File: src/rtl/lane_deserializer_if.sv
// Signal bundle between the 1-to-2 decoder side and the word consumer of lane_deserializer.
// Latency: none (wires only).
// Backpressure: byte_ready stalls the word side; the bit side has no backpressure.
interface lane_deserializer_if #(
    parameter int WIDTH = 8
);
    logic [1:0]       lane_in;
    logic             lane_sel;
    logic             bit_valid;
    logic [WIDTH-1:0] byte_out;
    logic             byte_lane;
    logic             byte_valid;
    logic             byte_ready;
    logic [1:0]       overflow;
    logic             ovf_clr;

    modport master (
        output lane_in, lane_sel, bit_valid, byte_ready, ovf_clr,
        input  byte_out, byte_lane, byte_valid, overflow
    );

    modport slave (
        input  lane_in, lane_sel, bit_valid, byte_ready, ovf_clr,
        output byte_out, byte_lane, byte_valid, overflow
    );
endinterface

File: src/rtl/lane_deserializer.sv
// Assembles two decoder lanes into WIDTH-bit words (LSB first), round-robin onto one output port.
// Latency: word valid 1 cycle after its last bit (2 if the arbiter must switch lanes first).
// Backpressure: byte_ready stalls output; a lane completing a word while still full drops it and flags overflow.
module lane_deserializer #(
    parameter int WIDTH = 8
) (
    input  logic                clk,
    input  logic                rst,
    lane_deserializer_if.slave  bus
);
    localparam int            CW   = $clog2(WIDTH);
    localparam logic [CW-1:0] LAST = CW'(WIDTH - 1);

    logic [WIDTH-1:0] sh   [2];
    logic [CW-1:0]    cnt  [2];
    logic [WIDTH-1:0] hold [2];
    logic [WIDTH-1:0] word [2];
    logic [1:0]       full;
    logic [1:0]       ovf;
    logic [1:0]       acc;
    logic [1:0]       done;
    logic [1:0]       xfer_k;
    logic [1:0]       load;
    logic             cur;
    logic             xfer;
    logic             cur_tgl;

    always_comb begin
        xfer    = full[cur] && bus.byte_ready;
        cur_tgl = xfer || (!full[cur] && full[~cur]);
        for (int k = 0; k < 2; k++) begin
            acc[k]    = bus.bit_valid && (bus.lane_sel == k[0]);
            done[k]   = acc[k] && (cnt[k] == LAST);
            word[k]   = {bus.lane_in[k], sh[k][WIDTH-1:1]};
            xfer_k[k] = xfer && (cur == k[0]);
            // A held word may be replaced only if it is leaving this very cycle.
            load[k]   = done[k] && (!full[k] || xfer_k[k]);
        end
    end

    always_ff @(posedge clk) begin
        if (rst) begin
            for (int k = 0; k < 2; k++) begin
                sh[k]   <= '0;
                cnt[k]  <= '0;
                hold[k] <= '0;
            end
            full <= '0;
            ovf  <= '0;
            cur  <= 1'b0;
        end else begin
            for (int k = 0; k < 2; k++) begin
                if (acc[k]) begin
                    sh[k]  <= word[k];
                    cnt[k] <= done[k] ? '0 : cnt[k] + 1'b1;
                end
                if (load[k]) begin
                    hold[k] <= word[k];
                    full[k] <= 1'b1;
                end else if (xfer_k[k]) begin
                    full[k] <= 1'b0;
                end
                // Set beats clear when both land in the same cycle.
                if (done[k] && !load[k]) begin
                    ovf[k] <= 1'b1;
                end else if (bus.ovf_clr) begin
                    ovf[k] <= 1'b0;
                end
            end
            if (cur_tgl) begin
                cur <= ~cur;
            end
        end
    end

    assign bus.byte_out   = hold[cur];
    assign bus.byte_lane  = cur;
    assign bus.byte_valid = full[cur];
    assign bus.overflow   = ovf;
endmodule
File: src/flat_wrapper.sv
// flat-port wrapper written by rule: the top's interface ports become plain ports
module lane_deserializer_flat 
#(
    parameter int WIDTH = 8
)
  (clk, rst, bus_lane_in, bus_lane_sel, bus_bit_valid, bus_byte_ready, bus_ovf_clr, bus_byte_out, bus_byte_lane, bus_byte_valid, bus_overflow);
  lane_deserializer_if #(.WIDTH(WIDTH)) bus_i ();
  input  logic clk;
  input  logic rst;
  input wire logic [$bits(bus_i.lane_in)-1:0] bus_lane_in;
  input wire logic [$bits(bus_i.lane_sel)-1:0] bus_lane_sel;
  input wire logic [$bits(bus_i.bit_valid)-1:0] bus_bit_valid;
  input wire logic [$bits(bus_i.byte_ready)-1:0] bus_byte_ready;
  input wire logic [$bits(bus_i.ovf_clr)-1:0] bus_ovf_clr;
  output wire logic [$bits(bus_i.byte_out)-1:0] bus_byte_out;
  output wire logic [$bits(bus_i.byte_lane)-1:0] bus_byte_lane;
  output wire logic [$bits(bus_i.byte_valid)-1:0] bus_byte_valid;
  output wire logic [$bits(bus_i.overflow)-1:0] bus_overflow;
  assign bus_i.lane_in = bus_lane_in;
  assign bus_i.lane_sel = bus_lane_sel;
  assign bus_i.bit_valid = bus_bit_valid;
  assign bus_i.byte_ready = bus_byte_ready;
  assign bus_i.ovf_clr = bus_ovf_clr;
  assign bus_byte_out = bus_i.byte_out;
  assign bus_byte_lane = bus_i.byte_lane;
  assign bus_byte_valid = bus_i.byte_valid;
  assign bus_overflow = bus_i.overflow;
  lane_deserializer #(.WIDTH(WIDTH)) u_core (.clk(clk), .rst(rst), .bus(bus_i));
endmodule
File: config.mk
export PLATFORM = sky130hd
export DESIGN_NAME = lane_deserializer_flat
export DESIGN_NICKNAME = d
export VERILOG_FILES = /design/src/rtl/lane_deserializer_if.sv /design/src/rtl/lane_deserializer.sv /design/src/flat_wrapper.sv
export SDC_FILE = /design/constraint.sdc
export NUM_CORES = 1
export LEC_CHECK = 0
export ABC_CLOCK_PERIOD_IN_PS = 4900
export BUFFER_PORTS_ARGS = -buffer_cell sky130_fd_sc_hd__buf_2
export CORE_MARGIN = 2
export CORE_UTILIZATION = 43
export DETAILED_ROUTE_END_ITERATION = 8
export GPL_ROUTABILITY_DRIVEN = 0
export PLACE_DENSITY = 0.72
export RECOVER_POWER = 25
export SYNTH_ARGS = -nofsm -noshare
export SYNTH_HDL_FRONTEND = slang
export SYNTH_SLANG_ARGS = --single-unit
File: constraint.sdc
create_clock -name clk -period 4.9 [get_ports clk]
set_input_delay 0.735 -clock clk [delete_from_list [all_inputs] [get_ports clk]]
set_output_delay 0.735 -clock clk [all_outputs]
set_load 0.02 [all_outputs]
* Word level (Yosys, flattened, before mapping) *
Memories as Yosys holds them, arrays and structs flattened. A register that Yosys moved wholly into a read port is not among the register bits.
Index checks and enable logic that the tools add are counted.

operators by class
  add/sub/neg operators = 2
  magnitude comparators = 2
  equality and inequality tests = 2
  mux-type cells = 35
  bitwise operators = 8
  reduce and logical (&&, ||, !) cells = 24

operators with widths
  operator                                                    count
  two-way mux 8 bit                                           4
  two-way mux 1 bit                                           27
  logical AND 1 bit                                           12
  two-way mux 3 bit                                           4
  nonzero test 2 bit                                          4
  adder 3 x 1 -> 3 bit, second input constant                 2
  == test 3 bit, second input constant                        2
  OR 1 bit                                                    6
  zero test 1 bit                                             5
  less-than comparator 1 x 2 -> 1 bit, second input constant  2
  logical OR 1 bit                                            3
  NOT 1 bit                                                   2

storage, ports and cells
  bits in registers = 5
  memory bits (writable) = 38
  input port bits = 8
  output and inout port bits = 12
  logic and storage cells = 81
  memories = 3

memory list
  name         depth  width  rd ports  clocked after Yosys merged registers in  wr ports  line                     source
  u_core.hold  2      8      1         1                                        2         lane_deserializer.sv:16  logic [WIDTH-1:0] hold [2];
  u_core.sh    2      8      2         0                                        2         lane_deserializer.sv:14  logic [WIDTH-1:0] sh [2];
  u_core.cnt   2      3      2         0                                        2         lane_deserializer.sv:15  logic [CW-1:0] cnt [2];

* Longest topological paths before layout *
  depth after elaboration = 10
  mapped depth = 7
  gate-level depth less buffers = 5

* Least setup slack after synthesis *
OpenSTA, ideal clock, no wires.

  path kind = input to register
  start point = input bus_lane_sel
  end point = memory u_core.hold[0][0], enable pin
  library setup time = 0.334 ns
  arrival = 1.510 ns
  data required time = 4.566 ns
  setup slack = 3.056 ns
  stages = 4
  buffers on the path = 1
  path through = and3b_1 a21bo_1 buf_6 nand2b_1

RTL lines
  element      line                     source
  from (decl)  flat_wrapper.sv:11       input wire logic [$bits(bus_i.lane_sel)-1:0] bus_lane_sel;
  to (decl)    lane_deserializer.sv:16

==> results summary <==
The total standard cell area after synthesis came out at about 1900 um^2. The sequential-to-total area share from yosys stat came out at 0.617. In this design, the stage delay of the slowest critical-path cell is 620 ps. The highest net fanout along the worst path is 17. The core area came out at ~4400 um^2. The worst path needs between 2000 and 2500 ps of the cycle, external delays included. The worst hold path belongs to the class flip-flop to flip-flop. The final sum of negative setup slack came out at 0 ps. The post-cts hold buffer count came out at 0. The die outline area came out at about 5100 um^2.

The compound-gate portion of the synthesized area came to 0.117. The tree is rooted in a sky130_fd_sc_hd__clkbuf_8. The vias after detailed routing came out at 1,090. The final cell count without fillers is approximately 220. The synthesized netlist cell count is roughly 150.

Synthesis instantiated 29 different standard cells from the library. The adder-cell area share of the yosys netlist is 0.0257. The routed length per instance came out at between 10 and 15 um. The number of cell rows came out at 24.

The met1 track demand over resource in global routing came out at 0.173. The number of nets in the synthesized netlist is between 150 and 200. The slew at the pin with the worst max-slew slack came out at 876 ps. The die extent in x came out at 71.3 um. TritonCTS built the clock tree. The final routed wirelength across all metal layers came out at 3.07 mm. The number of design rule violations left after detail routing is 0. The worst endpoint required time came out at around 4900 ps. The number of global-route vias before repair is between 1,000 and 1,500. The initial antenna violation count came out at 0. For this run, global-route usage on met3 was measured as 0.0352. The count of pins over their slew limit came out at 0.

The power per standard cell area is 312 nW/um^2. The number of buffers on the longest clock path came out at 2. Of the total synthesized cell area, the portion taken by XOR and XNOR cells is 0. In the finished design, the share of the clock period the worst path needs comes to 0.479.

The number of clock buffers inserted by TritonCTS came out at 5. The post-cts repair resize count is 0. For this design, the slowest cell found on the critical path is sky130_fd_sc_hd__a21bo_1. The most critical setup path has its startpoint at u_core.cnt[0][0]$_SDFFCE_PP0P_.

The launch point of the worst reg-to-reg path is u_core.cnt[0][0]$_SDFFCE_PP0P_. Global routing finished with a remaining overflow of 0. Setup repair after global routing left no endpoint under its margin. In this run, synthesis produced a sequential element count of 42.

In this run the vertical extent of the chip is about 71 um. The I/O pin total came out at 20. The count of final setup violators came out at 0. Of the cells placed in the final design, the portion with a size suffix greater than 1 is 0.238. The leakage power is 0.000786 uW.

STA classifies the critical path endpoint as a flip-flop. The detailed-route vias per instance is a little over 5. The clock latency of the later-clocked register in the worst-skew pair came out at ~280 ps.

The startpoint kind of the worst setup timing path is a flip-flop. The number of nets in the finished design is about 180. The maximum vdd ir drop is roughly 0.16 mV. In this run the most used layer during global routing was met2. Of the total synthesized cell area, the portion taken by AND, OR, NAND and NOR gates is 0.156. The half-perimeter wire length after placement is about 2.2 mm. The post-synthesis area per instance is 13.2 um^2. The critical path goes through ha_1 > ha_1 > and3b_1 > a21bo_1 > nand2b_1.

The all-layer global routing usage is 0.134. The total iterations of the first detailed-routing run came out at 4. Counting every sink on the clock net gives 42. The worst slack at placement came out at 2440 ps. The cell count after placement came out at about 210. In the layout the commonest cells are 36 x sky130_fd_sc_hd__edfxtp_1, 20 x sky130_fd_sc_hd__nand2b_1, 16 x sky130_fd_sc_hd__and2_1. Of the post-synthesis cell area, the part taken by muxes is 0.0463.

The flow ran to the end, and the final reports show no timing, DRC or antenna violations. The worst min-delay path startpoint is u_core.bus.overflow[0]$_SDFFE_PP0P_. The maximum operating frequency came out at around 0.43 GHz.

The CTS H-tree depth came out at 2. The number of buffers and inverters on the critical path is 0. Among cell families on the critical path, the largest total delay comes from compound AO/OA/AOI/OAI gates. The layout overhead on the synthesized area is 8.61%. The worst max-slew margin expressed relative to the limit is 0.416. The final hold violation count is 0. After layout, the worst setup slack is roughly 2600 ps. By area, the combinational part of the netlist is dominated by simple AND/OR/NAND/NOR gates. The number of buffers added on ports came out at 19.

The largest net degree at the start of global routing is 28. The total of warnings raised by yosys is 0. The worst clock skew on the final layout came out at around 2.7 ps. In this run the remaining antenna-violating nets after routing total 0. The wire length of the first global-routing pass came out at roughly 5.1 mm.

The critical path in this run is classified as flip-flop to flip-flop. The most common cell after layout, fill and taps aside is sky130_fd_sc_hd__edfxtp_1. The total setup buffers inserted after CTS came out at 0. The initial cell density of the core is 0.447.

For this run, the share of the core covered by cells in the final layout is 0.486. Data on the critical path arrives at its endpoint at approximately 2300 ps. Among the stages of the critical path, the cell type that occurs most often is sky130_fd_sc_hd__ha_1. Clock-pin slew was measured on the worst setup and hold paths at roughly 70 ps. The global-route met2 utilization came out at 0.211. The starting DRC count in detailed routing is 114.

The number of antenna repair diodes is 0. The count of max-cap constraint violations is 0.
## worst reg2reg max path: stages, from the launching register on
cell	delay, ps
sky130_fd_sc_hd__edfxtp_1	410
sky130_fd_sc_hd__ha_1	220
sky130_fd_sc_hd__ha_1	200
sky130_fd_sc_hd__and3b_1	210
sky130_fd_sc_hd__a21bo_1	620
sky130_fd_sc_hd__nand2b_1	370
## routing by layer
layer | wire length (um) | vias to the layer above
met5 | 0 | -
met4 | 51 | 0
li1 | - | 556
met3 | 141 | 7
met1 | 1460 | 503
met2 | 1410 | 24
## metrics by stage
| stage | area, um^2 | total power, uW | hold slack [ps] |
|---|---|---|---|
| 6_report | 2110 | 659 | 501 |
| 5_1_grt | 2110 | 688 | 547 |
| 4_1_cts | 2120 | 668 | 502 |
| 3_5_place_dp | 2040 | 467 | 483 |
| 3_3_place_gp | 2040 | 464 | 471 |
| 2_1_floorplan | 1950 | 452 | 526 |
## synthesized netlist by cell type
cell type	number	share of area
sky130_fd_sc_hd__nor2_1	3	0.0058
sky130_fd_sc_hd__buf_4	1	0.0039
sky130_fd_sc_hd__a21oi_2	9	0.040
sky130_fd_sc_hd__clkbuf_1	4	0.0077
sky130_fd_sc_hd__and3b_1	1	0.0045
sky130_fd_sc_hd__dfxtp_1	6	0.062
sky130_fd_sc_hd__a21o_1	2	0.0077
sky130_fd_sc_hd__buf_12	1	0.010
sky130_fd_sc_hd__nand3_1	1	0.0026
sky130_fd_sc_hd__edfxtp_1	36	0.56
sky130_fd_sc_hd__ha_1	4	0.026
sky130_fd_sc_hd__a21boi_0	1	0.0039
sky130_fd_sc_hd__buf_2	2	0.0051
sky130_fd_sc_hd__a21bo_2	1	0.0051
sky130_fd_sc_hd__mux2_2	8	0.046
sky130_fd_sc_hd__and3_1	2	0.0064
sky130_fd_sc_hd__inv_1	3	0.0058
sky130_fd_sc_hd__and2_1	16	0.051
sky130_fd_sc_hd__a21oi_4	1	0.0084
sky130_fd_sc_hd__nor2b_1	4	0.013
sky130_fd_sc_hd__nand2_1	4	0.0077
sky130_fd_sc_hd__buf_6	1	0.0058
sky130_fd_sc_hd__a211oi_1	3	0.012
sky130_fd_sc_hd__a21bo_1	1	0.0051
sky130_fd_sc_hd__o2bb2ai_1	1	0.0045
sky130_fd_sc_hd__o21ai_0	2	0.0051
sky130_fd_sc_hd__a21oi_1	8	0.021
sky130_fd_sc_hd__nand2b_1	20	0.064
sky130_fd_sc_hd__a32oi_1	1	0.0045
## layout make-up
class | count | area (um^2)
well taps | 52 | 65.1
multi-input cells | 93 | 671
clock buffers | 7 | 76.3
inverters | 3 | 11.3
fillers | 376 | 2240
flip-flops and latches | 42 | 1200
repair buffers | 19 | 90.1
## final timing paths
kind / to / slack, ps / depth (start not counted)
min reg2reg: u_core.bus.overflow[0]$_SDFFE_PP0P_ / 500 / 2
max: u_core.hold[0][4]$_SDFFCE_PN0P_ / 2550 / 5
max reg2reg: u_core.hold[0][4]$_SDFFCE_PN0P_ / 2550 / 5
min: u_core.bus.overflow[0]$_SDFFE_PP0P_ / 500 / 2
## flip-flops by register name, indices dropped and copies added (netlist names), named ones only
| register | cells |
|---|---|
| u_core.hold | 16 |
| u_core.sh | 14 |
| u_core.cnt | 6 |
| u_core.bus.overflow | 2 |
| u_core.full | 2 |
| u_core.bus.byte_lane | 1 |
## power breakdown
group          leakage [uW]  total [uW]  switching, uW  internal [uW]
clock             0.0000383         201            103           98.0
combinational      0.000322        43.0           26.3           16.7
sequential         0.000426         415           8.19            407
## logic make-up (layout without fill, tap and decap cells)
kind of cell	count (synthesis)	after routing
AO/OA/AOI/OAI	30	30
adder cells (fa/ha/maj)	4	4
buffers and inverters	12	29
flip-flops	42	42
multiplexers	8	8
AND/OR/NAND/NOR	51	51
Power figures use the tool's default switching activity.
